<file path="config.mk">
export PLATFORM = sky130hd
export DESIGN_NAME = dec_stage
export DESIGN_NICKNAME = d
export VERILOG_FILES = /design/src/rtl/dec_stage_pkg.sv /design/src/rtl/dec_stage_trd_ins_fifo.sv /design/src/rtl/dec_stage.sv
export SDC_FILE = /design/constraint.sdc
export NUM_CORES = 1
export LEC_CHECK = 0
export ABC_AREA = 1
export ABC_CLOCK_PERIOD_IN_PS = 6400
export CORE_MARGIN = 3
export CORE_UTILIZATION = 53
export CTS_CLUSTER_DIAMETER = 100
export DETAILED_ROUTE_END_ITERATION = 6
export HOLD_SLACK_MARGIN = 0.12
export MAX_ROUTING_LAYER = met4
export PLACE_DENSITY = 0.85
export SLEW_MARGIN = 20
export SYNTH_ARGS = -nofsm -noshare
export SYNTH_HDL_FRONTEND = slang
export SYNTH_HIERARCHICAL = 1
export SYNTH_SLANG_ARGS = --single-unit
</file>
<file path="constraint.sdc">
create_clock -name clk -period 6.4 [get_ports clk]
set_input_delay 1.6 -clock clk [delete_from_list [all_inputs] [get_ports clk]]
set_output_delay 1.6 -clock clk [all_outputs]
set_load 0.02 [all_outputs]
</file>
<file path="src/rtl/dec_stage_pkg.sv">
// dec_stage_pkg: shared decode definitions for the multi-thread decode stage.
//   - opcode constants (ins[3:0]); funct lives in ins[11:9]
//   - jmp_con / trd_ctrl encodings
//   - dec_t: registered control bundle presented to execute
//   - decode_ins(): pure instruction -> dec_t mapping, including legality
//
// Instruction field map:
//   [31:27] rd / store-data / branch-compare reg   [26:22] rs_a
//   [21:17] rs_b   [27:12] imm16   [11:9] funct   [8] MEMOP load(1)/store(0)
//   [6:5] EXC kind   [4] SHIFT immediate-amount   [3:0] opcode
package dec_stage_pkg;

   localparam logic [3:0] OP_CAL    = 4'h0;
   localparam logic [3:0] OP_CALI   = 4'h1;
   localparam logic [3:0] OP_SHIFT  = 4'h2;
   localparam logic [3:0] OP_LOADI  = 4'h3;
   localparam logic [3:0] OP_MEMOP  = 4'h4;
   localparam logic [3:0] OP_BRANCH = 4'h5;
   localparam logic [3:0] OP_EXC    = 4'h6;
   localparam logic [3:0] OP_MULTI  = 4'h7;

   // jmp_con: MSB marks a branch, low bits carry the condition (funct).
   localparam logic [3:0] JC_NONE = 4'b0000;
   localparam logic [3:0] JC_EQ   = 4'b1000;
   localparam logic [3:0] JC_NE   = 4'b1001;
   localparam logic [3:0] JC_LT   = 4'b1010;
   localparam logic [3:0] JC_GE   = 4'b1011;
   localparam logic [3:0] JC_AL   = 4'b1111;

   // trd_ctrl: MULTI funct passed through for the legal subset.
   localparam logic [2:0] TC_NONE  = 3'b000;   // thread fence, no side effect
   localparam logic [2:0] TC_SLEEP = 3'b010;
   localparam logic [2:0] TC_KILL  = 3'b101;
   localparam logic [2:0] TC_SPAWN = 3'b111;   // writes new thread id to rd

   localparam logic [1:0] MEM_NONE  = 2'b00;
   localparam logic [1:0] MEM_LOAD  = 2'b01;
   localparam logic [1:0] MEM_STORE = 2'b10;

   typedef struct packed {
      logic [4:0]  reg_rd_a;
      logic [4:0]  reg_rd_b;
      logic [4:0]  reg_wr;
      logic [15:0] imm;
      logic        wr_en;
      logic [2:0]  alu_op;
      logic [1:0]  mem_ctrl;
      logic [2:0]  trd_ctrl;
      logic        wb_sel;
      logic        init;
      logic        exp_jmp;
      logic        exp_return;
      logic [3:0]  jmp_con;
      logic        invalid;
      logic        i_type;
   } dec_t;

   function automatic dec_t decode_ins(input logic [31:0] ins);
      dec_t       d;
      logic [2:0] funct;
      logic       bad;
      d          = '0;
      bad        = 1'b0;
      funct      = ins[11:9];
      d.reg_rd_a = ins[26:22];
      d.reg_rd_b = ins[21:17];
      d.reg_wr   = ins[31:27];
      d.imm      = ins[27:12];
      case (ins[3:0])
         OP_CAL: begin
            d.wr_en  = 1'b1;
            d.alu_op = funct;
         end
         OP_CALI: begin
            d.wr_en  = 1'b1;
            d.alu_op = funct;
            d.i_type = 1'b1;
         end
         OP_SHIFT: begin
            d.wr_en  = 1'b1;
            d.alu_op = funct;
            d.i_type = ins[4];
         end
         OP_LOADI: begin
            d.wr_en    = 1'b1;
            d.i_type   = 1'b1;
            d.reg_rd_b = ins[31:27];
         end
         OP_MEMOP: begin
            d.reg_rd_b = ins[31:27];
            d.i_type   = 1'b1;
            d.mem_ctrl = ins[8] ? MEM_LOAD : MEM_STORE;
            d.wb_sel   = ins[8];
            d.wr_en    = ins[8];
         end
         OP_BRANCH: begin
            d.reg_rd_b = ins[31:27];
            d.i_type   = 1'b1;
            if (funct inside {3'b100, 3'b101, 3'b110}) bad = 1'b1;
            else d.jmp_con = {1'b1, funct};
         end
         OP_EXC: begin
            case (ins[6:5])
               2'b00:   bad          = 1'b1;
               2'b10:   d.exp_return = 1'b1;
               default: d.exp_jmp    = 1'b1;
            endcase
         end
         OP_MULTI: begin
            if (funct inside {3'b001, 3'b011, 3'b100, 3'b110}) bad = 1'b1;
            else begin
               d.trd_ctrl = funct;
               if (funct == TC_SPAWN) begin
                  d.init  = 1'b1;
                  d.wr_en = 1'b1;
               end
            end
         end
         default: bad = 1'b1;
      endcase
      // An illegal instruction must not leak any side-effecting control.
      if (bad) begin
         d         = '0;
         d.invalid = 1'b1;
      end
      return d;
   endfunction

endpackage

</file>
<file path="src/rtl/dec_stage_trd_ins_fifo.sv">
// trd_ins_fifo: per-thread instruction queue.
//   clk, rst   : clock, synchronous active-high reset
//   clr_i      : synchronous clear (flush), highest priority after reset
//   push_i     : write din_i at tail (accepted when not full, or when full
//                with a same-cycle pop)
//   pop_i      : drop head (ignored when empty)
//   dout_o     : head entry; count_o / full_o / empty_o : occupancy
module trd_ins_fifo #(
   parameter int DEPTH = 2,
   parameter int W     = 32
) (
   input  logic                   clk,
   input  logic                   rst,
   input  logic                   clr_i,
   input  logic                   push_i,
   input  logic                   pop_i,
   input  logic [W-1:0]           din_i,
   output logic [W-1:0]           dout_o,
   output logic [$clog2(DEPTH):0] count_o,
   output logic                   full_o,
   output logic                   empty_o
);
   localparam int AW    = $clog2(DEPTH);
   localparam int CNT_W = AW + 1;

   logic [W-1:0]  mem_q [DEPTH];
   logic [AW-1:0] wr_ptr_q, rd_ptr_q;
   logic [AW:0]   cnt_q;
   logic          do_push, do_pop;

   assign empty_o = (cnt_q == '0);
   assign full_o  = (cnt_q == CNT_W'(DEPTH));
   assign count_o = cnt_q;
   assign dout_o  = mem_q[rd_ptr_q];

   assign do_pop  = pop_i && !empty_o;
   assign do_push = push_i && (!full_o || do_pop);

   // Pointers wrap naturally because DEPTH is a power of two.
   always_ff @(posedge clk) begin
      if (rst || clr_i) begin
         wr_ptr_q <= '0;
         rd_ptr_q <= '0;
         cnt_q    <= '0;
      end else begin
         if (do_push) wr_ptr_q <= wr_ptr_q + 1'b1;
         if (do_pop)  rd_ptr_q <= rd_ptr_q + 1'b1;
         case ({do_push, do_pop})
            2'b10:   cnt_q <= cnt_q + 1'b1;
            2'b01:   cnt_q <= cnt_q - 1'b1;
            default: cnt_q <= cnt_q;
         endcase
      end
   end

   // Storage carries no reset; stale entries are never visible past count.
   always_ff @(posedge clk) begin
      if (do_push && !clr_i) mem_q[wr_ptr_q] <= din_i;
   end

endmodule

</file>
<file path="src/rtl/dec_stage.sv">
// dec_stage: multi-thread decode stage between fetch and execute.
//   Fetch side : in_valid/in_ready handshake, in_trd selects the queue,
//                q_count reports per-thread occupancy (CNT_W bits each).
//   Control    : trd_active masks threads from arbitration; flush_en/flush_trd
//                empty one thread's queue and drop its registered bundle.
//   Execute    : out_valid/out_ready handshake with out_trd and decoded out_dec.
// One round-robin grant per cycle feeds a single output register.
module dec_stage
   import dec_stage_pkg::*;
#(
   parameter int NUM_TRD = 4,
   parameter int DEPTH   = 2,
   parameter int TID_W   = $clog2(NUM_TRD)
) (
   input  logic                                 clk,
   input  logic                                 rst,
   input  logic                                 in_valid,
   input  logic [TID_W-1:0]                     in_trd,
   input  logic [31:0]                          in_ins,
   output logic                                 in_ready,
   input  logic [NUM_TRD-1:0]                   trd_active,
   input  logic                                 flush_en,
   input  logic [TID_W-1:0]                     flush_trd,
   output logic                                 out_valid,
   input  logic                                 out_ready,
   output logic [TID_W-1:0]                     out_trd,
   output dec_t                                 out_dec,
   output logic [NUM_TRD*($clog2(DEPTH)+1)-1:0] q_count
);
   localparam int CNT_W = $clog2(DEPTH) + 1;

   logic [NUM_TRD-1:0]       push, pop, clr, full, empty, elig;
   logic [NUM_TRD-1:0][31:0] head;
   logic [TID_W-1:0]         rr_ptr_q, rr_ptr_d, grant;
   logic                     grant_vld, load;
   logic                     out_valid_q, out_valid_d;
   logic [TID_W-1:0]         out_trd_q, out_trd_d;
   dec_t                     out_dec_q, out_dec_d;

   // A flush of the addressed thread wins over the push, so refuse it here.
   assign in_ready = !full[in_trd] && !(flush_en && (flush_trd == in_trd));

   for (genvar t = 0; t < NUM_TRD; t++) begin : g_q
      assign clr[t]  = flush_en && (flush_trd == TID_W'(t));
      assign push[t] = in_valid && in_ready && (in_trd == TID_W'(t));
      assign pop[t]  = load && (grant == TID_W'(t));
      assign elig[t] = !empty[t] && trd_active[t] && !clr[t];

      trd_ins_fifo #(.DEPTH(DEPTH), .W(32)) u_q (
         .clk     (clk),
         .rst     (rst),
         .clr_i   (clr[t]),
         .push_i  (push[t]),
         .pop_i   (pop[t]),
         .din_i   (in_ins),
         .dout_o  (head[t]),
         .count_o (q_count[t*CNT_W +: CNT_W]),
         .full_o  (full[t]),
         .empty_o (empty[t])
      );
   end

   // Round-robin: scan from rr_ptr, wrapping mod NUM_TRD, first eligible wins.
   always_comb begin
      logic [TID_W-1:0] idx;
      grant     = '0;
      grant_vld = 1'b0;
      idx       = '0;
      for (int i = 0; i < NUM_TRD; i++) begin
         idx = rr_ptr_q + TID_W'(i);
         if (!grant_vld && elig[idx]) begin
            grant     = idx;
            grant_vld = 1'b1;
         end
      end
   end

   assign load     = grant_vld && (!out_valid_q || out_ready);
   assign rr_ptr_d = load ? grant + 1'b1 : rr_ptr_q;

   always_comb begin
      out_valid_d = out_valid_q;
      out_trd_d   = out_trd_q;
      out_dec_d   = out_dec_q;
      if (load) begin
         out_valid_d = 1'b1;
         out_trd_d   = grant;
         out_dec_d   = decode_ins(head[grant]);
      end else if (out_ready || (flush_en && (flush_trd == out_trd_q))) begin
         // Consumed, or its thread was flushed even under back-pressure.
         out_valid_d = 1'b0;
      end
   end

   always_ff @(posedge clk) begin
      if (rst) begin
         rr_ptr_q    <= '0;
         out_valid_q <= 1'b0;
         out_trd_q   <= '0;
         out_dec_q   <= '0;
      end else begin
         rr_ptr_q    <= rr_ptr_d;
         out_valid_q <= out_valid_d;
         out_trd_q   <= out_trd_d;
         out_dec_q   <= out_dec_d;
      end
   end

   assign out_valid = out_valid_q;
   assign out_trd   = out_trd_q;
   assign out_dec   = out_dec_q;

endmodule

</file>
==> results of run 1 <==
==> state kept, by name (all words and copies together) (netlist names), named ones only <==
| signal | count |
|---|---|
| g_q.u_q/mem_q | 248 |
| g_q.u_q/wr_ptr_q | 4 |
| rr_ptr_q | 2 |
| out_dec | 43 |
| out_valid | 1 |
| out_trd | 2 |
| g_q.u_q/rd_ptr_q | 4 |
| g_q.u_q/count_o | 8 |
==> worst register-to-register path, delay by kind of cell (launching register included) <==
kind                     cells  cell delay (ns)
buffers and inverters        5             0.83
AO/OA/AOI/OAI                1             0.16
AND/OR/NAND/NOR             13             2.12
flip-flops                   1             0.46
adder cells (fa/ha/maj)      1             0.17
==> final timing paths <==
kind                         startpoint                      end  slack (ns)  depth (start not counted)
hold / removal              out_dec[20]              out_dec[20]        0.46                          2
setup reg to reg  g_q[1].u_q/count_o[1]  g_q[2].u_q/mem_q[0][14]        2.29                         20
hold reg to reg             out_dec[20]              out_dec[20]        0.46                          2
setup / recovery           flush_trd[0]              out_dec[39]        1.27                         21
==> layer usage <==
layer | up-vias | GRT usage | part of all wire
li1 | 4341 | - | -
met1 | 4664 | 0.315 | 0.39
met2 | 563 | 0.401 | 0.48
met3 | 94 | 0.0427 | 0.10
met4 | 0 | 0.0964 | 0.032
met5 | - | - | 0
==> per-stage QoR <==
stage	util	hold WS [ns]	setup slack (ns)	power (W)	instances
global route	0.645	0.478	0.964	0.00735	1620
finish	0.645	0.463	1.27	0.00699	1620
detailed placement	0.601	0.457	0.834	0.00503	1556
CTS	0.645	0.465	1.33	0.00698	1618
global placement	0.601	0.452	0.900	0.00496	1556
floorplan	-	0.453	-0.0935	0.00430	1160
==> cell usage in the layout (no fill, tap or decap), drive strengths merged, types with 3 or more instances in the layout <==
cell and count:
nor3 15, mux2 124, a21oi 72, nor2 91, nand3 112, ha 5, nand3b 6, clkdlybuf4s50 104
dfxtp 68, buf 25, clkinv 15, clkbuf 44, inv 72, o21ai 69, nand2 176, o22ai 16
edfxtp 248, bufinv 3, nand4 13
==> final cells by class <==
| class | instances | area (um^2) |
|---|---|---|
| timing repair buffer | 129 | 1310 |
| clock buffer | 44 | 920 |
| clock inverter | 18 | 183 |
| antenna | 2 | 5.00 |
| fill | 1772 | 9070 |
| inverter | 73 | 274 |
| tap | 330 | 413 |
| multi-input combinational | 708 | 4550 |
| sequential | 316 | 8810 |
==> power breakdown <==
group,switching [W],total [W],internal (W)
Clock,0.000792,0.00193,0.00114
Combinational,0.00188,0.00266,0.000780
Sequential,0.0000669,0.00239,0.00232
==> results.json, run 1 <==
{
  "first_iter_violations": 1065,
  "placed_area_mm2": 0.0154,
  "gp_congestion": 0.856,
  "ant_nets": 0,
  "status": "complete, no violations",
  "arrival_ns": 5.58,
  "htree_levels": 2,
  "overflow": 0,
  "syn-num-nets": 1210,
  "cts_resized": 0,
  "clk_pin_slew_ns": 0.06,
  "hpwlAfterDp_um": 19600,
  "synthesis.area_mm2": 0.0140,
  "fin_setup_tns_ns": 0,
  "crit_path_start_kind": "input port",
  "worstPathMaxFanout": 45,
  "clkSinkCount": 316,
  "rsz0062_at_grt": "false",
  "clk_path_buf_depth": 3,
  "nets": 1312,
  "die_area_mm2": 0.0284,
  "slew-limit-headroom": 0.256,
  "wire_per_inst_um": 21.1,
  "cts-root-buf": "clkbuf_16",
  "clk_latency_ns": 0.52,
  "num_io_pins": 107,
  "layout-drive-gt1-share": 0.168,
  "synth_cells": 1160,
  "drv_cap": 0,
  "areaGrowthSynthToFinish_pct": 17.8,
  "wl_um": 34200,
  "clock_skew_ns": 0.0198,
  "fmax_ghz": 0.195,
  "grt_max_degree": 52,
  "drc": 0,
  "antenna_found_initial": 2,
  "avgSynthCellArea_um2": 12.1,
  "hp-class": "flip-flop to flip-flop",
  "cts_made_buffers": 34,
  "power.leakage_nw": 5.82,
  "port_buffers": 105,
  "vias": 9662,
  "hold_buffers": 0,
  "finalCritPeriodShare": 0.802,
  "finalSetupViolCount": 0,
  "die_w_um": 168,
  "cts_tree": "done",
  "fin_crit_ns": 5.13,
  "yosysWarningCount": 6,
  "grt_pass1_vias": 9738,
  "ir_drop_v": 0.000328,
  "critPathRequiredTime_ns": 6.84,
  "crit_buf_inv": 1,
  "start_util": 0.548,
  "worstSetupEndpointType": "flip-flop",
  "fp-row-count": 58,
  "tightest_slew_ns": 1.11,
  "coreArea_mm2": 0.0255,
  "avgViaCountPerCell": 5.96,
  "postLayoutCellArea_mm2": 0.0165,
  "grt_first_pass_wirelength_um": 53600,
  "slowest_stage": "clkdlybuf4s50_1",
  "max_stage_delay_ns": 0.63,
  "p_per_area_mw_per_mm2": 424,
  "path_cells": "clkdlybuf4s50_1 > nand3_1 > nand3_1 > nand2_1 > nand2_1 > nand2_1 > nand2_1 > nand2_2 > nor2_2 > nand2_4 > nand2_4 > nand2_1 > nand3_1 > nand2_1 > nand2_1 > nor2_4 > nand2_2 > nand2_2 > nor2_8 > nand3_1 > a21oi_1",
  "cts_setup_buffers": 0,
  "cp_top_family": "simple AND/OR/NAND/NOR gates",
  "slew_violations": 0,
  "crit_type": "input port to flip-flop",
  "dr.pass1.iters": 6,
  "cpMostUsedCell": "nand2_1",
  "track_usage": 0.248,
  "hold_viol_final": 0,
  "die_y_um": 168
}
(Power assumes the default switching activity.)
==> run 2, diff against run 1 <==
--- a/config.mk
+++ b/config.mk
@@ -6,7 +6,7 @@
 export NUM_CORES = 1
 export LEC_CHECK = 0
 export ABC_AREA = 1
-export ABC_CLOCK_PERIOD_IN_PS = 6400
+export ABC_CLOCK_PERIOD_IN_PS = 4400
 export CORE_MARGIN = 3
 export CORE_UTILIZATION = 53
 export CTS_CLUSTER_DIAMETER = 100
==> constraint.sdc (replaced) <==
create_clock -name clk -period 4.4 [get_ports clk]
set_input_delay 1.1 -clock clk [delete_from_list [all_inputs] [get_ports clk]]
set_output_delay 1.1 -clock clk [all_outputs]
set_load 0.02 [all_outputs]
==> results.json, run 2 (synthesized netlist as in run 1, its figures left out) <==
{
  "fmax_ghz": 0.250,
  "avgViaCountPerCell": 5.81,
  "p_clk_frac": 0.259,
  "crit_path_start_kind": "input port",
  "regMostFlops": "g_q.u_q/mem_q",
  "power.leakage_nw": 5.87,
  "timing.hold.ws_ns": 0.466,
  "fp-row-count": 58,
  "finalCritPeriodShare": 0.910,
  "clkSinkCount": 316,
  "gp_congestion": 0.890,
  "wl_um": 33000,
  "die_y_um": 168,
  "start_util": 0.548,
  "wire_per_inst_um": 20.2,
  "holdPathStages": 2,
  "holdPathEnd": "out_dec[39]",
  "dp.cells": 1568,
  "combPwrFrac": 0.396,
  "power.switching_w": 0.00390,
  "hold_viol_final": 0,
  "slew_violations": 0,
  "drv_cap": 0,
  "p_int_w": 0.00623,
  "cpMostUsedCell": "clkdlybuf4s50_1",
  "cts-root-buf": "clkbuf_16",
  "status": "complete, no violations",
  "tightest_slew_ns": 0.830,
  "power_frac_seq": 0.345,
  "fin_crit_ns": 4.01,
  "num_io_pins": 107,
  "multi_input_area_mm2": 0.00462,
  "clk_path_buf_depth": 3,
  "track_usage": 0.233,
  "dr_wl_met2_um": 16400,
  "coreArea_mm2": 0.0255,
  "dr_wl_met3_um": 2810,
  "die_area_mm2": 0.0284,
  "path_cells": "clkdlybuf4s50_1 > inv_1 > nand2_1 > a21oi_1 > nor3_1 > clkdlybuf4s50_1",
  "arrival_ns": 2.91,
  "cts_setup_buffers": 0,
  "postLayoutCellArea_mm2": 0.0166,
  "cts_tree": "done",
  "power_w": 0.0101,
  "grt_first_pass_wirelength_um": 50700,
  "port_buffers": 105,
  "clock_skew_ns": 0.0127,
  "worstSetupEndpointType": "output port",
  "dr.pass1.iters": 6,
  "hp-class": "flip-flop to flip-flop",
  "r2r_end": "out_dec[37]",
  "areaGrowthSynthToFinish_pct": 18.9,
  "clk_latency_ns": 0.56,
  "worstPathMaxFanout": 6,
  "hpwlAfterDp_um": 20400,
  "p_per_area_mw_per_mm2": 609,
  "hold_buffers": 0,
  "layout-drive-gt1-share": 0.181,
  "instances_no_fill": 1628,
  "finalSetupViolCount": 0,
  "seq_area_mm2": 0.00881,
  "die_w_um": 168,
  "crit_type": "input port to output port",
  "r2r_slack_ns": 1.00,
  "largest_reg_flops": 248,
  "ant_nets": 0,
  "ir_drop_v": 0.000446,
  "swShare": 0.385,
  "final_common_cell": "edfxtp_1",
  "grt_max_degree": 43,
  "first_iter_violations": 914,
  "placed_area_mm2": 0.0156,
  "cts_made_buffers": 31,
  "nets": 1321,
  "route.top_layer_used": "met4",
  "reg2reg_depth": 24,
  "vias": 9459,
  "fill_cells": 1796,
  "drc": 0,
  "slew-limit-headroom": 0.446,
  "routedLengthMet1_um": 12600,
  "clk_pin_slew_ns": 0.06,
  "fin_setup_tns_ns": 0,
  "final_cell_mix": "edfxtp_1 (248), nand2_1 (160), clkdlybuf4s50_1 (104)",
  "hp-start": "out_dec[39]",
  "rsz0062_at_grt": "false",
  "critPathRequiredTime_ns": 3.30,
  "overflow": 0,
  "grt_pass1_vias": 9338,
  "antenna_found_initial": 2,
  "htree_levels": 1,
  "max_stage_delay_ns": 0.65,
  "slowest_stage": "clkdlybuf4s50_1",
  "r2r-start": "g_q[1].u_q/count_o[1]",
  "cts_resized": 0
}
run 2: worst max-delay path by stage:
| stage | start | to | cells after the start |
|---|---|---|---|
| after detailed placement | flush_trd[1] | out_dec[45] | 23 |
| final | in_trd[0] | in_ready | 6 |
| after global placement | flush_trd[1] | out_dec[40] | 21 |
| after floorplan | flush_trd[1] | g_q[2].u_q/mem_q[0][0] | 16 |
| after CTS | in_trd[0] | in_ready | 6 |
| after global routing | flush_trd[1] | out_dec[40] | 23 |
run 2: power groups by stage:
| stage | clock network (W) | logic (W) | registers [W] |
|---|---|---|---|
| 3_3_place_gp | 0 | 0.00379 | 0.00354 |
| 4_1_cts | 0.00265 | 0.00397 | 0.00349 |
| 5_1_grt | 0.00278 | 0.00436 | 0.00350 |
| 2_1_floorplan | 0 | 0.00273 | 0.00360 |
| 6_report | 0.00263 | 0.00401 | 0.00349 |
| 3_5_place_dp | 0 | 0.00392 | 0.00355 |
run 2: per-layer routing:
metal	up-vias	track usage
li1	4341	-
met4	0	0.0843
met2	488	0.393
met5	-	-
met1	4534	0.288
met3	96	0.0385
run 2: final cells by class:
class	count	area share
timing repair buffer	141	0.0897
sequential	316	0.530
clock buffer	41	0.0527
antenna	2	0.000301
multi-input combinational	708	0.278
clock inverter	17	0.00888
inverter	73	0.0165
tap	330	0.0248
run 2: per-stage QoR:
stage	util	setup slack (ns)
global route	0.651	0.219
floorplan	-	-0.0232
global placement	0.611	0.169
detailed placement	0.611	0.0259
finish	0.651	0.395
CTS	0.651	0.409
run 2: critical path: cells and delay by family:
| family | cells | cell delay (ns) |
|---|---|---|
| AOI/OAI and AO/OA | 1 | 0.06 |
| buffers and inverters | 3 | 1.39 |
| and+or+nand+nor | 2 | 0.35 |
==> run 3, diff against run 2 <==
--- a/config.mk
+++ b/config.mk
@@ -7,6 +7,7 @@
 export LEC_CHECK = 0
 export ABC_AREA = 1
 export ABC_CLOCK_PERIOD_IN_PS = 4400
+export CAP_MARGIN = 25
 export CORE_MARGIN = 3
 export CORE_UTILIZATION = 53
 export CTS_CLUSTER_DIAMETER = 100
@@ -14,7 +15,7 @@
 export HOLD_SLACK_MARGIN = 0.12
 export MAX_ROUTING_LAYER = met4
 export PLACE_DENSITY = 0.85
-export SLEW_MARGIN = 20
+export SLEW_MARGIN = 10
 export SYNTH_ARGS = -nofsm -noshare
 export SYNTH_HDL_FRONTEND = slang
 export SYNTH_HIERARCHICAL = 1
==> results of run 3 <==
No change in the layout: final DEF, timing and power equal those of run 2.
